## src/rtl/seg7_scan.sv

```systemverilog
// Four-digit multiplexed common-anode 7-segment driver with per-frame snapshot.
// Optional leading-zero suppression when SEG7_ZERO_BLANK_EN is defined.
module seg7_scan #(
  parameter int SCAN_CNT_W = 16,
  parameter int DEAD       = 4
) (
  input  logic        clk,
  input  logic        rst,
  input  logic [15:0] disp_num,
  input  logic [3:0]  point,
  input  logic [3:0]  blank,
  output logic [3:0]  an,
  output logic [7:0]  seg,
  output logic        frame_done
);

  localparam logic [SCAN_CNT_W-1:0] CNT_MAX = '1;
  localparam logic [SCAN_CNT_W-1:0] DEAD_V  = SCAN_CNT_W'(DEAD);

  logic [SCAN_CNT_W-1:0] cnt;
  logic [1:0]            idx;
  logic [15:0]           sh_num;
  logic [3:0]            sh_point;
  logic [3:0]            sh_blank;

  logic       tick;
  logic       dead;
  logic       dark;
  logic [3:0] zb;
  logic [3:0] nib;
  logic [6:0] pat;
  logic [3:0] an_d;
  logic [7:0] seg_d;

  assign tick = (cnt == CNT_MAX);
  assign nib  = sh_num[{idx, 2'b00} +: 4];

  generate
    if (DEAD == 0) begin : g_nodead
      assign dead = 1'b0;
    end else begin : g_dead
      assign dead = (cnt < DEAD_V);
    end
  endgenerate

`ifdef SEG7_ZERO_BLANK_EN
  // digit i goes dark when it and every digit left of it is zero
  always_comb begin
    zb    = '0;
    zb[3] = (sh_num[15:12] == 4'h0);
    zb[2] = zb[3] && (sh_num[11:8] == 4'h0);
    zb[1] = zb[2] && (sh_num[7:4] == 4'h0);
  end
`else
  assign zb = '0;
`endif

  always_comb begin
    pat = 7'h7F;
    case (nib)
      4'h0: pat = 7'h40;
      4'h1: pat = 7'h79;
      4'h2: pat = 7'h24;
      4'h3: pat = 7'h30;
      4'h4: pat = 7'h19;
      4'h5: pat = 7'h12;
      4'h6: pat = 7'h02;
      4'h7: pat = 7'h78;
      4'h8: pat = 7'h00;
      4'h9: pat = 7'h10;
      4'hA: pat = 7'h08;
      4'hB: pat = 7'h03;
      4'hC: pat = 7'h46;
      4'hD: pat = 7'h21;
      4'hE: pat = 7'h06;
      4'hF: pat = 7'h0E;
      default: pat = 7'h7F;
    endcase
  end

  assign dark = dead | sh_blank[idx] | zb[idx];

  always_comb begin
    an_d  = 4'b1111;
    seg_d = 8'hFF;
    if (!dark) begin
      an_d  = ~(4'b0001 << idx);
      seg_d = {~sh_point[idx], pat};
    end
  end

  always_ff @(posedge clk) begin
    if (rst) begin
      cnt        <= '0;
      idx        <= 2'd0;
      sh_num     <= 16'h0000;
      sh_point   <= 4'h0;
      sh_blank   <= 4'h0;
      an         <= 4'b1111;
      seg        <= 8'hFF;
      frame_done <= 1'b0;
    end else begin
      cnt        <= cnt + 1'b1;
      an         <= an_d;
      seg        <= seg_d;
      frame_done <= 1'b0;
      if (tick) begin
        idx <= idx + 2'd1;
        if (idx == 2'd3) begin
          sh_num     <= disp_num;
          sh_point   <= point;
          sh_blank   <= blank;
          frame_done <= 1'b1;
        end
      end
    end
  end

endmodule
```

## config.mk

```make
export PLATFORM = sky130hd
export DESIGN_NAME = seg7_scan
export DESIGN_NICKNAME = d
export VERILOG_FILES = /design/src/rtl/seg7_scan.sv
export SDC_FILE = /design/constraint.sdc
export NUM_CORES = 1
export LEC_CHECK = 0
export ABC_AREA = 0
export CAP_MARGIN = 25
export CORE_MARGIN = 2
export CORE_UTILIZATION = 50
export DETAILED_ROUTE_END_ITERATION = 7
export PLACE_DENSITY = 0.86
export SYNTH_ARGS = -nofsm -noshare
export SYNTH_HDL_FRONTEND = slang
export SYNTH_SLANG_ARGS = --single-unit
export TNS_END_PERCENT = 5
```

## constraint.sdc

```tcl
create_clock -name clk -period 6.4 [get_ports clk]
set_input_delay 1.28 -clock clk [delete_from_list [all_inputs] [get_ports clk]]
set_output_delay 1.28 -clock clk [all_outputs]
set_load 0.005 [all_outputs]
```

**Word level (Yosys, flattened, before mapping)**

Memory sizes are Yosys's and may differ from the RTL's. A register that Yosys moved wholly into a read port is not among the register bits.
Index checks and enable logic that the tools add are counted.

- Bits in read-only memories: 112
- Word-level logic and storage cells: 32
- Bits of input ports: 26
- Output and inout port bits: 13
- Flip-flop bits (word level): 55
- Memories: 1

Memory list:

| name | depth | width | rd ports | clocked after Yosys merged registers in | write ports | RTL line | RTL |
|---|---|---|---|---|---|---|---|
| (no name shown) | 16 | 7 | 1 | 1 | 0 | 60 | `case (nib)` |

- Order comparisons: 2
- Mux-type cells: 7
- Shift operators: 2
- Bitwise logic cells: 5
- Add/sub/neg operators: 2
- Equal/unequal tests: 2
- Reduce and logical (&&, ||, !) cells: 3

Operator list:

| cell | count |
|---|---|
| adder 16 x 1 -> 16 bit, second input constant | 1 |
| == test 16 bit, second input constant | 1 |
| < comparator 16 x 3 -> 1 bit, second input constant | 1 |
| variable part select 16 x 5 -> 4 bit | 1 |
| binary-select mux 1 bit (select 2 bit) | 3 |
| two-way mux 1 bit | 4 |
| NOT 4 bit | 1 |
| OR reduction 2 bit | 2 |
| left shift 1 x 2 -> 4 bit, first input constant | 1 |
| < comparator 2 x 3 -> 1 bit, second input constant | 1 |
| adder 2 x 1 -> 2 bit, second input constant | 1 |
| == test 2 bit, second input constant | 1 |
| NOT 1 bit | 2 |
| bitwise OR 1 bit | 2 |
| AND reduction 2 bit | 1 |

**Depth between registers and ports, before layout**

Gate-level depths: netlist (run 1).

- Depth after elaboration: 5
- Gate-level depth with buffers: 8
- Mapped depth without buffers: 7

**Least setup slack after synthesis (run 1)**

OpenSTA, ideal clock, no wires.

- Path kind: input-to-reg
- Start: input rst
- End: register sh_num[10]
- Buffers on the path: 2
- Stages: 3
- Setup time: 0.129 ns
- Arrival: 2.156 ns
- Path slack: 4.115 ns
- Data required time: 6.271 ns
- Cell sequence: clkbuf_8 -> dlygate4sd3_1 -> a21oi_1

RTL lines:

| what | RTL line | RTL |
|---|---|---|
| start, declared | 8 | `input logic rst,` |
| end signal, assigned | 110 | `sh_num <= disp_num;` |
| end, declared | 22 | `logic [15:0] sh_num;` |

No word-level cell between the ends.

**Worst setup path in the final report (run 1)**

- Start: register idx[0]
- End: register sh_num[12]

- Cells in the longest elaborated chain, start to end: 2

Ends and longest elaborated chain:

| what | RTL line | RTL |
|---|---|---|
| start, declared | 21 | `logic [1:0] idx;` |
| start signal, assigned | 108 | `idx <= idx + 2'd1;` |
| == test 2 bit | 109 | `if (idx == 2'd3) begin` |
| AND reduction 2 bit (no source line) | - |  |

Every way passes these cells.
A chain may end at the register's enable or synchronous reset.

==> results of run 1 <==
## power by group
group	internal [mW]	switching [mW]
Sequential	0.345	0.00251
Combinational	0.0194	0.0109
Clock	0.0772	0.110
Total	0.442	0.124
## layout make-up
class | instances | area, µm²
Tap cell | 72 | 90.1
Clock buffer | 7 | 76.3
Timing Repair Buffer | 41 | 423
Fill cell | 477 | 2270
Clock inverter | 1 | 5.00
Multi-Input combinational cell | 203 | 1540
Sequential cell | 55 | 1100
Inverter | 8 | 30.0
## worst paths after layout
path / to / cells after the start
max: sh_num[12]$_SDFFE_PP0P_ / 4
min: sh_point[3]$_SDFFE_PP0P_ / 2
max reg2reg: sh_num[12]$_SDFFE_PP0P_ / 4
min reg2reg: sh_point[3]$_SDFFE_PP0P_ / 2
## worst max-delay path: cells and delay by family (launching register included)
kind,cells,cell delay (ns)
flip-flops,1,0.79
buffers and inverters,1,0.67
AO/OA/AOI/OAI,2,0.53
adder cells (fa/ha/maj),1,0.90
## kinds of logic after synthesis
family,synth area share (%)
buffers and inverters,8.26
muxes,9.47
AOI/OAI and AO/OA,16.2
xor gates and xnor gates,3.95
adders and majority gates,4.78
and+or+nand+nor,19.1
DFF,38.2
## flip-flops by register name (all words and copies together) (netlist names)
name	flops
cnt	16
sh_point	4
frame_done	1
an	4
idx	2
seg	8
sh_blank	4
sh_num	16
## metal layers
| layer | wire [µm] | global-route usage (%) | vias to the layer above |
|---|---|---|---|
| met3 | 234 | 4.30 | 7 |
| li1 | - | - | 1129 |
| met4 | 67 | 5.42 | 0 |
| met1 | 2700 | 24.5 | 1057 |
| met5 | 0 | 0 | - |
| met2 | 2850 | 31.2 | 54 |
## stage by stage
| step | util (%) | instances |
|---|---|---|
| final | 58.9 | 387 |
| after global routing | 58.9 | 387 |
| after CTS | 58.4 | 386 |
| after detailed placement | 57.0 | 378 |
| after global placement | 57.0 | 378 |
| after floorplan | - | 291 |
## cell usage in the layout (no fill, tap or decap), types with 3 or more instances in the layout
cell type,count
o31ai_2,10
ha_1,11
inv_1,8
nand4_1,26
mux2_2,4
mux2i_1,7
nand3_1,10
xnor2_1,7
o211ai_1,3
a21oi_1,29
nor2_1,18
nor4_1,6
nor2b_1,3
nand2_1,13
nor3_1,3
or3_1,4
dfxtp_1,55
mux4_2,6
clkdlybuf4s50_1,38
o21ai_0,3
clkbuf_8,5
xor2_1,6
o31ai_1,15
==> impl_metrics.env, run 1 <==
export IMPL_status="finished clean"
export IMPL_rsz0062_at_grt="false"
export IMPL_num_rows=27
export IMPL_cap_violations=0
export IMPL_path_cells="ha_1, inv_1, o31ai_1, a21oi_1"
export IMPL_synth_top_area_share_pct=38.2
export IMPL_end_kind="register"
export IMPL_ff2ff_setup_slack_ns=3.38
export IMPL_synth_area_leaders="dfxtp_1 (38%), nand4_1 (5.6%), a21oi_1 (5.0%), ha_1 (4.8%), mux4_2 (4.7%)"
export IMPL_final_max_slew_viol_count=0
export IMPL_leakagePower_nw=1.04
export IMPL_cts_tree="done"
export IMPL_synth_edf_count=0
export IMPL_yosys_area_top_type="dfxtp_1"
export IMPL_critPathKind="reg2reg"
export IMPL_grt_pass1_wl_um=9560
export IMPL_antenna_found_initial=0
export IMPL_drt_iter0_markers=105
export IMPL_hold_violations=0
export IMPL_syn_avg_cell_area_um2=9.89
export IMPL_vias=2247
export IMPL_hp_class="reg2reg"
export IMPL_clock_path_buffers=2
export IMPL_clk_latency_ns=0.31
export IMPL_grt_overflow=0
export IMPL_synth_cell_types=41
export IMPL_slowest_delay_ns=0.90
export IMPL_seq_area_frac_synth_pct=38.2
export IMPL_reg2reg_from="idx[0]$_SDFFE_PP0N_"
export IMPL_coreArea_mm2=0.00554
export IMPL_worst_ep_required_time_ns=6.59
export IMPL_finalSetupTns_ns=0
export IMPL_vias_per_cell=5.81
export IMPL_cts_setup_buffers=0
export IMPL_die_area_mm2=0.00638
export IMPL_cpMaxStageDelayCell="ha_1"
export IMPL_placed_area_mm2=0.00316
export IMPL_cp_max_fo=27
export IMPL_synth_ff_type="dfxtp_1"
export IMPL_htreeDepth=2
export IMPL_fin_area_mm2=0.00327
export IMPL_hpwl_um=4030
export IMPL_hp_start="sh_point[3]$_SDFFE_PP0P_"
export IMPL_peakVddDrop_v=0.000116
export IMPL_clock_fmax_mhz=331
export IMPL_ios=39
export IMPL_firstDrtPassIters=4
export IMPL_port_buffers=38
export IMPL_place_gp_congestion=0.911
export IMPL_syn_inst=291
export IMPL_finClkSkew_ns=0.00762
export IMPL_synth_area_mm2=0.00288
export IMPL_synth_nets=328
export IMPL_grt_max_degree=47
export IMPL_n_antenna_cell=0
export IMPL_setup_worst_path_start="idx[0]$_SDFFE_PP0N_"
export IMPL_antenna_left=0
export IMPL_final_layout_size_suffix_gt1_share_pct=11.4
export IMPL_grt_pass1_vias=2055
export IMPL_crit_path_start_kind="register"
export IMPL_numCtsBuffers=5
export IMPL_clkTransAtPathRegs_ns=0.09
export IMPL_finalWirelength_um=5850
export IMPL_ys_warn_count=0
export IMPL_crit_arrival_ns=3.21
export IMPL_cts_hold_buf=0
export IMPL_slew_headroom_pct=37.5
export IMPL_start_util_pct=52.0
export IMPL_wl_per_cell_um=15.1
export IMPL_cts_sinks=55
export IMPL_synthArstFlopShare_pct=0
export IMPL_finalCriticalPeriod_ns=3.02
export IMPL_drc=0
export IMPL_post_cts_resize_count=0
export IMPL_power_density_mw_per_mm2=173
export IMPL_setup_violations=0
export IMPL_synth_most_common_cell="dfxtp_1"
export IMPL_die_w_um=79.9
export IMPL_total_power_uw=566
export IMPL_worst_pin_slew_ns=0.938
export IMPL_die_h_um=79.9
export IMPL_ys_seq_elements=55
export IMPL_fin_nets=351
export IMPL_area_growth_pct=13.4
export IMPL_setup_ws_ns=3.38
export IMPL_synth_common_cells="dfxtp_1 (55), a21oi_1 (29), nand4_1 (26), nor2_1 (18), o31ai_1 (15)"
export IMPL_period_share_pct=47.2
export IMPL_pre_cts_slack_ns=3.22
export IMPL_fin_hold_ws_ns=0.474
export IMPL_cts_root_buf="clkbuf_8"
export IMPL_grtUsageTotal_pct=18.8
(Power assumes the default switching activity.)
==> run 2, diff against run 1 <==
==> constraint.sdc (replaced) <==
create_clock -name clk -period 3.05 [get_ports clk]
set_input_delay 0.61 -clock clk [delete_from_list [all_inputs] [get_ports clk]]
set_output_delay 0.61 -clock clk [all_outputs]
set_load 0.005 [all_outputs]
==> impl_metrics.env, run 2 (synthesized netlist as in run 1, its figures left out) <==
export IMPL_final_layout_size_suffix_gt1_share_pct=13.4
export IMPL_clk_latency_ns=0.31
export IMPL_num_rows=27
export IMPL_use_met2_pct=31.2
export IMPL_start_util_pct=52.0
export IMPL_use_met3_pct=4.75
export IMPL_min_delay_worst_endpoint="sh_point[0]$_SDFFE_PP0P_"
export IMPL_setup_violations=0
export IMPL_end_kind="register"
export IMPL_switching_power_uw=276
export IMPL_layout_common_cells="dfxtp_1 (55), clkdlybuf4s50_1 (38), a21oi_1 (29)"
export IMPL_nFillCells=488
export IMPL_worst_pin_slew_ns=0.914
export IMPL_die_h_um=79.9
export IMPL_fin_util_pct=60.3
export IMPL_fin_hold_ws_ns=0.474
export IMPL_min_path_cells=2
export IMPL_cts_tree="done"
export IMPL_die_area_mm2=0.00638
export IMPL_post_cts_resize_count=0
export IMPL_p_sw_share_pct=21.0
export IMPL_firstDrtPassIters=4
export IMPL_fin_nets=356
export IMPL_slew_headroom_pct=39.1
export IMPL_finalCriticalPeriod_ns=2.15
export IMPL_antenna_found_initial=0
export IMPL_htreeDepth=2
export IMPL_hpwl_um=4070
export IMPL_vias_per_cell=5.85
export IMPL_drt_iter0_markers=73
export IMPL_finalSetupTns_ns=0
export IMPL_finClkSkew_ns=0.00937
export IMPL_hp_class="reg2reg"
export IMPL_crit_arrival_ns=2.36
export IMPL_power_share_clock_pct=39.5
export IMPL_grt_overflow=0
export IMPL_drc=0
export IMPL_r2r_cells=5
export IMPL_placed_area_mm2=0.00319
export IMPL_path_cells="mux4_2, ha_1, or3_1, a21oi_1, o31ai_1"
export IMPL_die_w_um=79.9
export IMPL_rsz0062_at_grt="false"
export IMPL_cts_setup_buffers=0
export IMPL_cts_root_buf="clkbuf_8"
export IMPL_cts_hold_buf=0
export IMPL_n_antenna_cell=0
export IMPL_numCtsBuffers=5
export IMPL_peakVddDrop_v=0.000190
export IMPL_hp_start="sh_point[0]$_SDFFE_PP0P_"
export IMPL_area_growth_pct=16.1
export IMPL_ff2ff_setup_slack_ns=0.90
export IMPL_cts_sinks=55
export IMPL_power_share_combinational_pct=5.0
export IMPL_grt_pass1_wl_um=10100
export IMPL_fin_area_mm2=0.00334
export IMPL_grt_max_degree=27
export IMPL_r2r_end="seg[0]$_SDFF_PP1_"
export IMPL_port_buffers=38
export IMPL_use_met1_pct=26.4
export IMPL_grtUsageTotal_pct=19.7
export IMPL_finalNonFillerCells=392
export IMPL_crit_path_start_kind="register"
export IMPL_period_share_pct=70.5
export IMPL_total_power_mw=1.31
export IMPL_clock_fmax_mhz=465
export IMPL_place_gp_congestion=0.928
export IMPL_power_density_mw_per_mm2=393
export IMPL_grt_pass1_vias=2183
export IMPL_wl_per_cell_um=15.5
export IMPL_layout_commonest_cell="dfxtp_1"
export IMPL_cpMaxStageDelayCell="mux4_2"
export IMPL_clock_path_buffers=2
export IMPL_status="finished clean"
export IMPL_coreArea_mm2=0.00554
export IMPL_antenna_left=0
export IMPL_cap_violations=0
export IMPL_seq_power_share_pct=55.6
export IMPL_setup_ws_ns=0.900
export IMPL_reg_top3="cnt (16), sh_num (16), seg (8)"
export IMPL_finalWirelength_um=6090
export IMPL_ios=39
export IMPL_critPathKind="reg2reg"
export IMPL_vias=2294
export IMPL_cp_max_fo=6
export IMPL_intPower_mw=1.04
export IMPL_reg2reg_from="idx[0]$_SDFFE_PP0N_"
export IMPL_placedCellCount=383
export IMPL_hold_violations=0
export IMPL_pre_cts_slack_ns=0.763
export IMPL_grt_busiest_layer="met2"
export IMPL_slowest_delay_ns=0.62
export IMPL_worst_ep_required_time_ns=3.26
export IMPL_leakagePower_nw=1.09
export IMPL_clkTransAtPathRegs_ns=0.10
export IMPL_final_max_slew_viol_count=0
[run 2: cell count changes in the layout (fill, tap and decap cells not counted)]
cell	delta
buf_4	+5
bufinv_16	+1
clkbuf_1	-2
clkbuf_8	+1
clkinv_2	-1
inv_6	+1
[run 2: worst max-delay path, delay by kind of cell, from the launching register on]
| family | cells | cell delay, ns |
|---|---|---|
| AOI/OAI and AO/OA | 2 | 0.25 |
| adders and majority gates | 1 | 0.28 |
| DFF | 1 | 0.51 |
| muxes | 1 | 0.62 |
| and+or+nand+nor | 1 | 0.37 |
[run 2: layout make-up]
cell class / count / area, µm² / share of cell area, %
Clock buffer: 6 / 82.6 / 2.47
Clock inverter: 2 / 38.8 / 1.16
Inverter: 8 / 30.0 / 0.898
Multi-Input combinational cell: 203 / 1540 / 46.1
Sequential cell: 55 / 1100 / 32.9
Tap cell: 72 / 90.1 / 2.69
Timing Repair Buffer: 46 / 460 / 13.8
[run 2: per-layer routing]
metal  wire [µm]  vias to the layer above
li1            -                     1139
met1        2740                     1079
met2        2930                       64
met3         325                       12
met4          98                        0
met5           0                        -
[run 2: power groups by stage]
stage	clock, mW	combinational [mW]	sequential (mW)
6_report	0.518	0.0650	0.730
5_1_grt	0.551	0.0708	0.731
4_1_cts	0.523	0.0655	0.730
3_5_place_dp	0	0.0651	0.747
3_3_place_gp	0	0.0647	0.746
2_1_floorplan	0	0.0241	0.745
[run 2: how the worst max path moves through the flow]
| stage | start | endpoint | slack (ns) | cells after the start |
|---|---|---|---|---|
| floorplan | idx[0]$_SDFFE_PP0N_ | seg[0]$_SDFF_PP1_ | 0.84 | 6 |
| global placement | cnt[0]$_SDFF_PP0_ | sh_blank[2]$_SDFFE_PP0P_ | 0.93 | 5 |
| detailed placement | cnt[0]$_SDFF_PP0_ | sh_num[13]$_SDFFE_PP0P_ | 0.76 | 5 |
| CTS | cnt[0]$_SDFF_PP0_ | sh_blank[0]$_SDFFE_PP0P_ | 0.77 | 5 |
| global route | idx[0]$_SDFFE_PP0N_ | seg[0]$_SDFF_PP1_ | 0.75 | 5 |
| finish | idx[0]$_SDFFE_PP0N_ | seg[0]$_SDFF_PP1_ | 0.90 | 5 |
